===== src/rtl/dbg_halt_ctrl.sv =====
// dbg_halt_ctrl
//   Debug halt/resume sequencer feeding the CSR debug-mode register. Collects
//   halt sources (haltreq, ebreak, single-step), waits for an instruction
//   boundary when needed, and issues a one-cycle write strobe with the new
//   debug-mode value. Tracks halted state, DCSR cause, the resume handshake
//   and a sticky halt-timeout error.
//
// Ports
//   clk             clock, rising edge
//   rst_i           asynchronous active-high reset
//   haltreq_i       level halt request
//   resumereq_i     level resume request
//   ebreak_i        ebreak executed (qualified by instr_retire_i)
//   step_i          dcsr.step
//   instr_retire_i  one instruction retired this cycle
//   boundary_i      core at a clean instruction boundary
//   clear_err_i     clears timeout_o
//   debug_req_o     1-cycle write strobe to the debug-mode register
//   debug_mode_d_o  value written when debug_req_o=1 (holds otherwise)
//   halted_o        core is in debug mode
//   resumeack_o     1-cycle resume-complete pulse
//   cause_o         DCSR cause of last halt: 1 ebreak, 3 haltreq, 4 step
//   timeout_o       sticky: halt not reached within HALT_TIMEOUT cycles
//
// state      | meaning
// S_RUN      | core running, watching halt sources
// S_WAIT_BND | halt pending, waiting for instruction boundary
// S_HALT_ENTER | strobe debug_mode=1 (one cycle)
// S_HALTED   | core in debug mode, waiting for resumereq
// S_RESUMING | strobe debug_mode=0 and ack (one cycle)
module dbg_halt_ctrl #(
  parameter int HALT_TIMEOUT = 64
) (
  input  logic       clk,
  input  logic       rst_i,
  input  logic       haltreq_i,
  input  logic       resumereq_i,
  input  logic       ebreak_i,
  input  logic       step_i,
  input  logic       instr_retire_i,
  input  logic       boundary_i,
  input  logic       clear_err_i,
  output logic       debug_req_o,
  output logic       debug_mode_d_o,
  output logic       halted_o,
  output logic       resumeack_o,
  output logic [2:0] cause_o,
  output logic       timeout_o
);

  localparam int CNT_W = (HALT_TIMEOUT < 2) ? 1 : $clog2(HALT_TIMEOUT + 1);
  localparam logic [CNT_W-1:0] CNT_MAX  = CNT_W'(HALT_TIMEOUT);
  localparam logic [CNT_W-1:0] CNT_LAST = CNT_W'(HALT_TIMEOUT - 1);

  typedef enum logic [2:0] {
    S_RUN, S_WAIT_BND, S_HALT_ENTER, S_HALTED, S_RESUMING
  } state_t;

  state_t           state_q, state_d;
  logic             step_pend_q, step_pend_d;
  logic [CNT_W-1:0] cnt_q, cnt_d;
  logic [2:0]       cause_q, cause_d;
  logic             timeout_q, timeout_d;
  logic             req_q, req_d;
  logic             mode_q, mode_d;
  logic             halted_q, halted_d;
  logic             ack_q, ack_d;

  always_comb begin
    state_d     = state_q;
    step_pend_d = step_pend_q;
    cnt_d       = cnt_q;
    cause_d     = cause_q;
    // Clear first so a timeout event below in the same cycle wins.
    timeout_d   = timeout_q & ~clear_err_i;
    req_d       = 1'b0;
    mode_d      = mode_q;
    halted_d    = halted_q;
    ack_d       = 1'b0;

    case (state_q)
      S_RUN: begin
        if (instr_retire_i && step_i && !ebreak_i) step_pend_d = 1'b1;
        if (instr_retire_i && ebreak_i) begin
          state_d = S_HALT_ENTER;
          cause_d = 3'd1;
        end else if (haltreq_i || step_pend_q) begin
          state_d = S_WAIT_BND;
          cause_d = haltreq_i ? 3'd3 : 3'd4;
        end
      end
      S_WAIT_BND: begin
        if (instr_retire_i && ebreak_i) cause_d = 3'd1;
        if (boundary_i) begin
          state_d = S_HALT_ENTER;
        end else if (cnt_q < CNT_MAX) begin
          cnt_d = cnt_q + CNT_W'(1);
          if (cnt_q == CNT_LAST) timeout_d = 1'b1;
        end
      end
      S_HALT_ENTER: begin
        halted_d    = 1'b1;
        step_pend_d = 1'b0;
        cnt_d       = '0;
        state_d     = S_HALTED;
      end
      S_HALTED: begin
        if (resumereq_i) state_d = S_RESUMING;
      end
      S_RESUMING: begin
        halted_d = 1'b0;
        state_d  = S_RUN;
      end
      default: state_d = S_RUN;
    endcase

    // Strobes are registered off the next state so they line up with the
    // one-cycle HALT_ENTER / RESUMING states.
    if (state_d == S_HALT_ENTER) begin
      req_d  = 1'b1;
      mode_d = 1'b1;
    end else if (state_d == S_RESUMING) begin
      req_d  = 1'b1;
      mode_d = 1'b0;
      ack_d  = 1'b1;
    end
  end

  always_ff @(posedge clk or posedge rst_i) begin
    if (rst_i) begin
      state_q     <= S_RUN;
      step_pend_q <= 1'b0;
      cnt_q       <= '0;
      cause_q     <= 3'd0;
      timeout_q   <= 1'b0;
      req_q       <= 1'b0;
      mode_q      <= 1'b0;
      halted_q    <= 1'b0;
      ack_q       <= 1'b0;
    end else begin
      state_q     <= state_d;
      step_pend_q <= step_pend_d;
      cnt_q       <= cnt_d;
      cause_q     <= cause_d;
      timeout_q   <= timeout_d;
      req_q       <= req_d;
      mode_q      <= mode_d;
      halted_q    <= halted_d;
      ack_q       <= ack_d;
    end
  end

  assign debug_req_o    = req_q;
  assign debug_mode_d_o = mode_q;
  assign halted_o       = halted_q;
  assign resumeack_o    = ack_q;
  assign cause_o        = cause_q;
  assign timeout_o      = timeout_q;

endmodule

===== config.mk =====
export PLATFORM = sky130hd
export DESIGN_NAME = dbg_halt_ctrl
export DESIGN_NICKNAME = d
export VERILOG_FILES = /design/src/rtl/dbg_halt_ctrl.sv
export SDC_FILE = /design/constraint.sdc
export NUM_CORES = 1
export LEC_CHECK = 0
export CAP_MARGIN = 20
export CELL_PAD_IN_SITES_DETAIL_PLACEMENT = 1
export CELL_PAD_IN_SITES_GLOBAL_PLACEMENT = 1
export CORE_AREA = 4 4 56 58
export CTS_CLUSTER_DIAMETER = 50
export DETAILED_ROUTE_END_ITERATION = 7
export DIE_AREA = 0 0 60 62
export PLACE_DENSITY = 0.8
export SLEW_MARGIN = 15
export SYNTH_ARGS = -nofsm -noshare
export SYNTH_HDL_FRONTEND = slang
export SYNTH_SLANG_ARGS = --single-unit

===== constraint.sdc =====
create_clock -name clk -period 2.2 [get_ports clk]
set_clock_uncertainty 0.2 [all_clocks]
set_input_delay 0.55 -clock clk [delete_from_list [all_inputs] [get_ports clk]]
set_output_delay 0.55 -clock clk [all_outputs]
set_load 0.02 [all_outputs]

==> insert_results.sql, run 1 <==
INSERT INTO impl_metrics (metric_group, metric, value, unit) VALUES
('final_layout', 'finish.net_count', '140', ''),
('floorplan', 'die_width', '60', 'um'),
('floorplan', 'die_area', '3720', 'um^2'),
('critical_path', 'critical_path_required', '2.20', 'ns'),
('clock_tree', 'clockBufferDepth', '2', ''),
('clock_tree', 'cts.root.buffer_cell', 'sky130_fd_sc_hd__clkbuf_4', ''),
('logic_synthesis', 'synthArstFlopShare', '100', '%'),
('logic_synthesis', 'synthesized_area_divided_by_synthesized_cell_count', '9.39', 'um^2'),
('sta', 'layout_min_cycle_time', '2.19', 'ns'),
('pwr', 'power.total', '1.44', 'mW'),
('final_layout', 'multi_input_area', '480', 'um^2'),
('clock_tree', 'tritoncts.num_buffers', '3', ''),
('sta', 'slew_headroom', '73.6', '%'),
('placed_design', 'post-place-cells', '156', ''),
('logic_synthesis', 'synthesized_area', '1000', 'um^2'),
('sta', 'worst_slew_pin_tran', '0.395', 'ns'),
('clock_tree', 'clock_sinks', '19', ''),
('sta', 'report.final.hold_viol_count', '0', ''),
('critical_path', 'cp_slowest_stage_delay', '0.55', 'ns'),
('placed_design', 'port_buffers', '16', ''),
('route', 'antenna_viol_nets_final', '0', ''),
('sta', 'timing.fmax', '456', 'MHz'),
('critical_path', 'critical_path.cell_chain', 'clkdlybuf4s50_1, or4b_1, a211oi_1, mux2_2', ''),
('clock_tree', 'postCtsHoldBufs', '0', ''),
('clock_tree', 'cts.repair_timing.setup_buffer_count', '0', ''),
('critical_path', 'worstSetupStartpointType', 'input port', ''),
('logic_synthesis', 'number_of_warnings_reported_in_the_yosys_synthesis_log', '0', ''),
('floorplan', 'effective_utilization_at_floorplan', '37.7', '%'),
('critical_path', 'slowest_stage_cell_cp', 'sky130_fd_sc_hd__or4b_1', ''),
('final_layout', 'final_core_utilization', '47.5', '%'),
('logic_synthesis', 'synth-edff-count', '0', ''),
('critical_path', 'cp.arrival', '2.19', 'ns'),
('critical_path', 'r2r_end', 'cnt_q[5]$_DFFE_PP0P_', ''),
('final_layout', 'regMostFlops', 'cnt_q', ''),
('final_layout', 'largest_reg_flops', '7', ''),
('final_layout', 'layoutNonFillerInstCount', '160', ''),
('placed_design', 'globalplace.congestion', '0.787', ''),
('final_layout', 'layout.cells.most_common_list', '19 x sky130_fd_sc_hd__dfrtp_1, 16 x sky130_fd_sc_hd__clkdlybuf4s50_1, 15 x sky130_fd_sc_hd__o21ai_0, 11 x sky130_fd_sc_hd__nor2_1', ''),
('clock_tree', 'clkTransAtPathRegs', '0.12', 'ns'),
('critical_path', 'worst-r2r-cell-count', '3', ''),
('worst_hold_path', 'worst_hold_path_type', 'reg2reg', ''),
('final_layout', 'antenna_cells', '0', ''),
('final_layout', 'nFillCells', '316', ''),
('route', 'wirelength_per_cell', '16.4', 'um'),
('critical_path', 'setup.reg_to_reg.worst_slack', '0.23', 'ns'),
('critical_path', 'cp-endpoint', 'cnt_q[5]$_DFFE_PP0P_', ''),
('final_layout', 'register_area', '475', 'um^2'),
('global_routing', 'grt_use_total', '16.1', '%'),
('final_layout', 'final_common_cell', 'sky130_fd_sc_hd__dfrtp_1', ''),
('floorplan', 'design.portCount', '17', ''),
('floorplan', 'placeableCoreArea', '2660', 'um^2'),
('critical_path', 'timing.setup.critical_path_class', 'in2reg', ''),
('sta', 'rsz0062_at_grt', 'no', ''),
('logic_synthesis', 'synth.distinct_cells', '35', ''),
('pwr', 'ir_drop', '618', 'uV'),
('sta', 'layout_worst_path_cycle_share', '99.7', '%'),
('global_routing', 'wire_length_of_the_first_global_routing_pass', '4400', 'um'),
('placed_design', 'dpl.hpwl', '2020', 'um'),
('critical_path', 'r2r-start', 'cnt_q[6]$_DFFE_PP0P_', ''),
('route', 'via_count', '901', ''),
('clock_tree', 'cts_tree', 'built', ''),
('route', 'vias_per_cell', '5.63', ''),
('sta', 'setup_viol', '0', ''),
('route', 'drtPass1Iterations', '4', ''),
('critical_path', 'cp-end-kind', 'register', ''),
('floorplan', 'die_h', '62', 'um'),
('run_status', 'run_status', 'finished clean', ''),
('floorplan', 'rows', '19', ''),
('pwr', 'power_per_cell_area', '1140', 'nW/um^2'),
('sta', 'final_max_slew_viol_count', '0', ''),
('logic_synthesis', 'synth_top_flop_cell', 'sky130_fd_sc_hd__dfrtp_1', '');
[worst max-delay path, delay by kind of cell]
kind / cells / cell delay (ns)
compound gates: 1 / 0.25
simple gates: 1 / 0.55
buf+inv: 1 / 0.48
mux: 1 / 0.36
[worst min-delay path by stage]
stage,slack (ns),startpoint,cells after the start,end
CTS,0.32,cause_o[1]$_DFFE_PP0P_,1,cause_o[1]$_DFFE_PP0P_
detailed placement,0.29,cause_o[1]$_DFFE_PP0P_,1,cause_o[1]$_DFFE_PP0P_
global route,0.35,rst_i,3,cause_o[0]$_DFFE_PP0P_
floorplan,0.29,step_pend_q$_DFFE_PP0P_,2,step_pend_q$_DFFE_PP0P_
global placement,0.29,cause_o[1]$_DFFE_PP0P_,1,cause_o[1]$_DFFE_PP0P_
finish,0.32,cause_o[1]$_DFFE_PP0P_,1,cause_o[1]$_DFFE_PP0P_
[synth_stat cells (2+ instances only)]
cell type / instances / area, um^2
sky130_fd_sc_hd__a21oi_1: 3 / 15.0
sky130_fd_sc_hd__nand4b_1: 2 / 17.5
sky130_fd_sc_hd__nand2_1: 8 / 30.0
sky130_fd_sc_hd__clkbuf_1: 5 / 18.8
sky130_fd_sc_hd__nor3_1: 3 / 15.0
sky130_fd_sc_hd__nor2b_1: 4 / 25.0
sky130_fd_sc_hd__nor2_1: 11 / 41.3
sky130_fd_sc_hd__nand2b_1: 2 / 12.5
sky130_fd_sc_hd__o21ai_0: 15 / 75.1
sky130_fd_sc_hd__mux2_2: 3 / 33.8
sky130_fd_sc_hd__dfrtp_1: 19 / 475
sky130_fd_sc_hd__a22oi_1: 2 / 15.0
sky130_fd_sc_hd__inv_1: 8 / 30.0
[power breakdown]
| part | internal [mW] | switching [mW] | leakage [nW] |
|---|---|---|---|
| Combinational | 0.312 | 0.382 | 0.277 |
| Sequential | 0.451 | 0.108 | 0.241 |
| Clock | 0.0678 | 0.117 | 0.0177 |
[layout make-up]
type                            count  share of cell area (%)
Inverter                            8                    2.37
Tap cell                           31                    3.07
Clock inverter                      1                   0.396
Multi-Input combinational cell     75                    38.0
Timing Repair Buffer               23                    16.8
Sequential cell                    19                    37.6
Clock buffer                        3                    1.78
[cell families after synthesis]
family / share of synthesized area, %
and+or+nand+nor: 21.7
AOI/OAI and AO/OA: 20.5
DFF: 47.3
buffers and inverters: 4.86
muxes: 4.36
adders and majority gates: 1.25
[through the flow]
step / area (um^2) / setup WS (ns) / hold WS, ns
2_1_floorplan: 1000 / 0.275 / 0.295
3_3_place_gp: 1240 / -0.221 / 0.292
3_5_place_dp: 1240 / -0.317 / 0.286
4_1_cts: 1260 / 0.0193 / 0.322
5_1_grt: 1260 / 0.00705 / 0.346
6_report: 1260 / 0.00690 / 0.320
[metal layers]
layer | routed length (um) | global-route usage [%] | share of wire [%]
met1 | 1100 | 18.9 | 42
met2 | 1360 | 28.9 | 52
met3 | 109 | 4.55 | 4.2
met4 | 55 | 4.11 | 2.1
met5 | 0 | 0 | 0
(Power assumes the default switching activity.)
==> run 2, diff against run 1 <==
Settings changed: CTS_CLUSTER_DIAMETER 50 to 30.
==> results of run 2 <==
No change in the layout: final DEF, timing and power equal those of run 1.
